`src/rtl/alu_pkg.sv`:
```
// rtl/alu_pkg.sv - select codes, mode encoding and output reset values for the 4-bit ALU
package alu_pkg;

    localparam int W = 4;

    localparam logic [W-1:0] S_ADD  = 4'b1001;
    localparam logic [W-1:0] S_SUB  = 4'b0110;
    localparam logic [W-1:0] S_XOR  = 4'b0110;
    localparam logic [W-1:0] S_AND  = 4'b1011;
    localparam logic [W-1:0] S_OR   = 4'b1110;
    localparam logic [W-1:0] S_NOTA = 4'b0000;
    localparam logic [W-1:0] S_ONES = 4'b0011;
    localparam logic [W-1:0] S_DBL  = 4'b1100;

    typedef enum logic {
        MODE_ARITH = 1'b0,
        MODE_LOGIC = 1'b1
    } mode_e;

    typedef struct packed {
        logic [W-1:0] y;
        logic         co_n;
        logic         p;
        logic         q;
        logic         aeqb;
    } alu_out_t;

    localparam alu_out_t OUT_RST = '{y: 4'b0000, co_n: 1'b1, p: 1'b1, q: 1'b1, aeqb: 1'b0};
    localparam logic     Z_RST   = 1'b0;

endpackage

```
`src/rtl/alu_core.sv`:
```
// rtl/alu_core.sv - combinational 74181-compatible function (active-high data)
module alu_core
    import alu_pkg::*;
(
    input  logic [W-1:0] a,
    input  logic [W-1:0] b,
    input  logic [W-1:0] s,
    input  logic         M,
    input  logic         Ci_inverse,
    output logic [W-1:0] F,
    output logic         cout,
    output logic         P,
    output logic         Q
);

    logic [W-1:0] x;
    logic [W-1:0] g;
    logic [W:0]   sum;

    always_comb begin
        x   = a | (b & {W{s[0]}}) | (~b & {W{s[1]}});
        g   = (a & ~b & {W{s[2]}}) | (a & b & {W{s[3]}});
        sum = {1'b0, x} + {1'b0, g} + {{W{1'b0}}, ~Ci_inverse};
        if (mode_e'(M) == MODE_LOGIC) begin
            F    = ~(x ^ g);
            cout = 1'b0;
        end else begin
            F    = sum[W-1:0];
            cout = sum[W];
        end
        // Group lookahead terms are mode-independent
        P = ~(&x);
        Q = ~(g[3] | (x[3] & g[2]) | (&x[3:2] & g[1]) | (&x[3:1] & g[0]));
    end

endmodule

```
`src/rtl/alu.sv`:
```
// rtl/alu.sv - registered 4-bit ALU; optional zero flag Z under ALU_ZERO_FLAG_EN
module alu
    import alu_pkg::*;
(
    input  logic         clk,
    input  logic         reset,
    input  logic [W-1:0] a,
    input  logic [W-1:0] b,
    input  logic [W-1:0] s,
    input  logic         M,
    input  logic         Ci_inverse,
    output logic [W-1:0] Y,
    output logic         Co_inverse,
    output logic         P,
    output logic         Q,
    output logic         AequalsB
`ifdef ALU_ZERO_FLAG_EN
    ,
    output logic         Z
`endif
);

    logic [W-1:0] core_f;
    logic         core_cout;
    logic         core_p;
    logic         core_q;
    alu_out_t     out_d;
    alu_out_t     out_q;

    alu_core u_core (
        .a          (a),
        .b          (b),
        .s          (s),
        .M          (M),
        .Ci_inverse (Ci_inverse),
        .F          (core_f),
        .cout       (core_cout),
        .P          (core_p),
        .Q          (core_q)
    );

    always_comb begin
        out_d      = OUT_RST;
        out_d.y    = core_f;
        out_d.co_n = (mode_e'(M) == MODE_LOGIC) ? 1'b1 : ~core_cout;
        out_d.p    = core_p;
        out_d.q    = core_q;
        out_d.aeqb = (core_f == {W{1'b1}});
    end

    always_ff @(posedge clk or posedge reset) begin
        if (reset) begin
            out_q <= OUT_RST;
        end else begin
            out_q <= out_d;
        end
    end

    assign Y          = out_q.y;
    assign Co_inverse = out_q.co_n;
    assign P          = out_q.p;
    assign Q          = out_q.q;
    assign AequalsB   = out_q.aeqb;

`ifdef ALU_ZERO_FLAG_EN
    logic z_d;
    logic z_q;

    assign z_d = (core_f == {W{1'b0}});

    always_ff @(posedge clk or posedge reset) begin
        if (reset) begin
            z_q <= Z_RST;
        end else begin
            z_q <= z_d;
        end
    end

    assign Z = z_q;
`endif

endmodule

```
`config.mk`:
```
export PLATFORM = sky130hd
export DESIGN_NAME = alu
export DESIGN_NICKNAME = d
export VERILOG_FILES = /design/src/rtl/alu_pkg.sv /design/src/rtl/alu_core.sv /design/src/rtl/alu.sv
export SDC_FILE = /design/constraint.sdc
export NUM_CORES = 1
export LEC_CHECK = 0
export CORE_UTILIZATION = 43
export DETAILED_ROUTE_END_ITERATION = 10
export GPL_TIMING_DRIVEN = 0
export PLACE_DENSITY = 0.81
export SYNTH_ARGS = -nofsm -noshare
export SYNTH_HDL_FRONTEND = slang
export SYNTH_SLANG_ARGS = --single-unit
```
`constraint.sdc`:
```
create_clock -name clk -period 1.05 [get_ports clk]
set_input_delay 0.1575 -clock clk [delete_from_list [all_inputs] [get_ports clk]]
set_output_delay 0.1575 -clock clk [all_outputs]
set_load 0.02 [all_outputs]
```
# == After elaboration in Yosys (flattened, before gate mapping) ==
# Index checks and enable logic that the tools add are counted.
# classes
bitwise_logic,22
n_mux,3
n_eq_ne,1
reduce_logical,3
n_addsub,2
# op_table
op,count
4-bit bitwise AND,6
4-bit OR,3
4-bit NOT,2
4-bit by 4-bit adder with 5-bit output,1
5-bit by 1-bit adder with 5-bit output,1
"4-bit equality test, second input constant",1
4-bit 2-to-1 mux,1
1-bit NOT,4
4-bit AND reduction,1
4-bit bitwise XOR,1
1-bit bitwise AND,3
1-bit OR,3
3-bit AND reduction,1
1-bit 2-to-1 mux,2
2-bit AND reduction,1
# word_totals
regBits,8
input_bits,16
output_inout_bits,8

# == Logic depth before layout (Yosys ltp) ==
# depth
depth_word,9
mapped_depth,8
mapped_depth_nobuf,8

# == Hierarchy ==
# A second synthesis with hierarchy kept.
# unflattened
hier_cells,58
area_unflattened_um2,566.8
# by_module_without_submodules
module,area_each_um2,n_inst,seq_area_each_um2,cells_per_inst
alu_core,344.1,1,0.0,47
alu,222.7,1,203.9,11

# == Least setup slack after synthesis ==
# Ideal clock, no wire load.
# synth_path
kind,input port to flip-flop
start,in b[0]
end,"reg out_q, in the netlist AequalsB"
setup_time_ns,0.068
t_required_ns,0.982
cell_stages,7
path_slack_ns,-0.697
arrival_time_ns,1.679
path_cell_list,mux2i_1 nor2_1 fa_1 fa_1 inv_1 mux2i_1 and4_1
# synth_rtl
item,line_no,source
start: declaration,alu.sv:8,"input logic [W-1:0] b,"
end signal: assignment,alu.sv:55,out_q <= out_d;
end: declaration,alu.sv:28,alu_out_t out_q;

==> results.cfg <==
[status]
status = finished, violations left
violations = setup timing

[setup_path]
critPathTopFamily = adder cells
worst-path-buf-inv = 3
worstSetupPathType = input port to flip-flop
cp_slowest_stage_delay_ps = 540
cp_max_fo = 3
cp.arrival_ps = 1950
cp.required_ps = 1260
endpoint_kind = flip-flop
cp_common_cell = fa_2
start_kind = input port
worstPathCellList = dlygate4sd2_1, inv_2, nor2_4, fa_2, fa_2, inv_1, mux2i_1, and4_1
slowest_stage = fa_2

[die]
die_area_um2 = 1450
core-area_um2 = 1160
ios = 24
fp-row-count = 12
die_x_um = 38.1
initial_utilization_pct = 48.4
die_h_um = 38.1

[timing]
fin_ws_ps = -684
min_period_over_period_pct = 165
setup_viol = 12
finalCriticalPeriod_ps = 1730
rsz0062_at_grt = yes
hold_viol = 0
fmax_mhz = 577
tightest_slew_ps = 367
slew_headroom_pct = 75.5
slew_viol_final = 0

[routing]
drt_first_pass_iters = 5
wire_per_inst_um = 26.5
drtIter0Drc = 40
drt-total-wl_mm = 2.94
final_antenna_net_count = 0
num_vias = 725
drc = 0
viasPerCell = 6.53

[grt]
antenna_found_initial = 0
grt-ovfl-total = 0
grt_start_max_net_pins = 9
grt_pass1_wl_mm = 3.55
grt_pass1_vias = 686
track_usage_pct = 38.5

[pwr]
total_leakage_power_nw = 0.529
max-vdd-ir-drop_uv = 992
power_density_nw_per_um2 = 1220
finalPower_mw = 1.36

[yosys]
ys_seq_area_share_pct = 36.5
synth_area_um2 = 559
avgSynthCellArea_um2 = 10.8
ys_types = 23
ys.flop_type = dfrtp_1
yosys.area.top_type = dfrtp_1
netlist.area_leader.share_pct = 22.4
synth_edf_count = 0
ys_top_cells_by_area = dfrtp_1 (22%), mux2i_1 (14%), dfstp_2 (14%)
async_reset_ff_share_pct = 100
ys_warn_count = 0
syn_inst = 52
synth_seq_cells = 8
syn_nets = 74

[clock_tree]
cts-root-buf = clkbuf_4
hold_buffers = 0
cts_buffers = 3
ctsHtreeMaxLevel = 1
clock-sinks = 8
clockBufferDepth = 2
cts_tree = yes
clk_pin_slew_worst_paths_ps = 80

[layout]
fin_cells = 111
multi_input_area_um2 = 464
syn_to_final_growth_pct = 99.1
antenna_cells = 0
ff_latch_area_um2 = 204
nets = 120
n_fill_cell = 22
drive_gt1_share_pct = 67.0
final_util_pct = 96.3

[worst_hold_path]
holdCritPathClass = input port to async pin

[place]
dpl.hpwl_mm = 1.03
gp_congestion = 0.746
dp_cells = 89
portBuffers = 23
dp_slack_ps = -1340

[job]
cap_violations = 0
metal layers:
layer | vias up | global-route usage [%] | wire length [um]
met2 | 75 | 67.4 | 1350
li1 | 269 | - | -
met5 | - | 0 | 0
met4 | 0 | 25.0 | 376
met1 | 340 | 40.4 | 931
met3 | 41 | 9.30 | 285
power by group:
| part | internal, mW | switching, mW | leakage (nW) |
|---|---|---|---|
| registers | 0.366 | 0.0194 | 0.0932 |
| logic | 0.329 | 0.337 | 0.421 |
| clock network | 0.147 | 0.159 | 0.0150 |
| total | 0.842 | 0.516 | 0.529 |
path summary, 6_finish.rpt:
check	startpoint	cells past startpoint	slack (ps)	end
setup / recovery	a[0]	8	-680	AequalsB
hold / removal	reset	2	150	Y[3]
max in group asynchronous	reset	2	610	Q
min in group clk	a[2]	3	280	Q
area by class of cell:
type	instances	share of cell area [%]
clock buffer	4	2.36
tap	14	1.57
sequential	8	18.3
timing repair buffer	41	33.5
multi-input combinational	37	41.7
inverter	7	2.58
cells by family after synthesis:
group / share of synthesized area [%]
AO/OA/AOI/OAI: 11.6
XOR/XNOR: 3.13
adder cells (fa/ha/maj): 16.1
buffers and inverters: 4.70
flip-flops: 36.5
multiplexers: 14.3
AND/OR/NAND/NOR: 13.6
metrics by stage:
stage | hold WS (ps) | cell area, um2 | TNS (ps)
after floorplan | -29.0 | 574 | -2680
after global placement | 408 | 822 | -7950
after detailed placement | 416 | 822 | -8290
after CTS | 149 | 1070 | -2860
after global routing | 180 | 1110 | -3980
final | 147 | 1110 | -3740
registers in the layout, summed over array words and instances (netlist names):
name	flops
AequalsB	1
P	1
Co_inverse	1
Y	4
Q	1
timing repair:
action | in CTS | in global routing
resized for setup | 95 | 13
setup endpoints to repair | 16 | 13
setup buffers | 18 | 4
gates cloned | 0 | 0
pin swaps | 13 | 8
cells in the mapped netlist (all sizes together) (2+ instances only):
master / count
nor2: 3
dfstp: 3
fa: 2
inv: 7
nor2b: 3
ha: 4
a211oi: 2
dfrtp: 5
mux2i: 8
a21o: 2
a211o: 2
xnor2: 2
cell usage in the layout, fill, tap and decap left out, types with 2 or more instances in the layout:
master	count
buf_4	13
buf_6	11
dfrtp_1	5
mux2i_1	5
clkdlybuf4s50_1	4
buf_2	4
dfstp_2	3
inv_1	3
inv_2	3
ha_4	3
clkbuf_4	3
dlygate4sd2_1	3
nor2b_2	2
nor2_4	2
mux2i_4	2
a21o_1	2
fa_2	2
clkdlybuf4s15_2	2
clkbuf_2	2
Power figures use the tool's default switching activity.
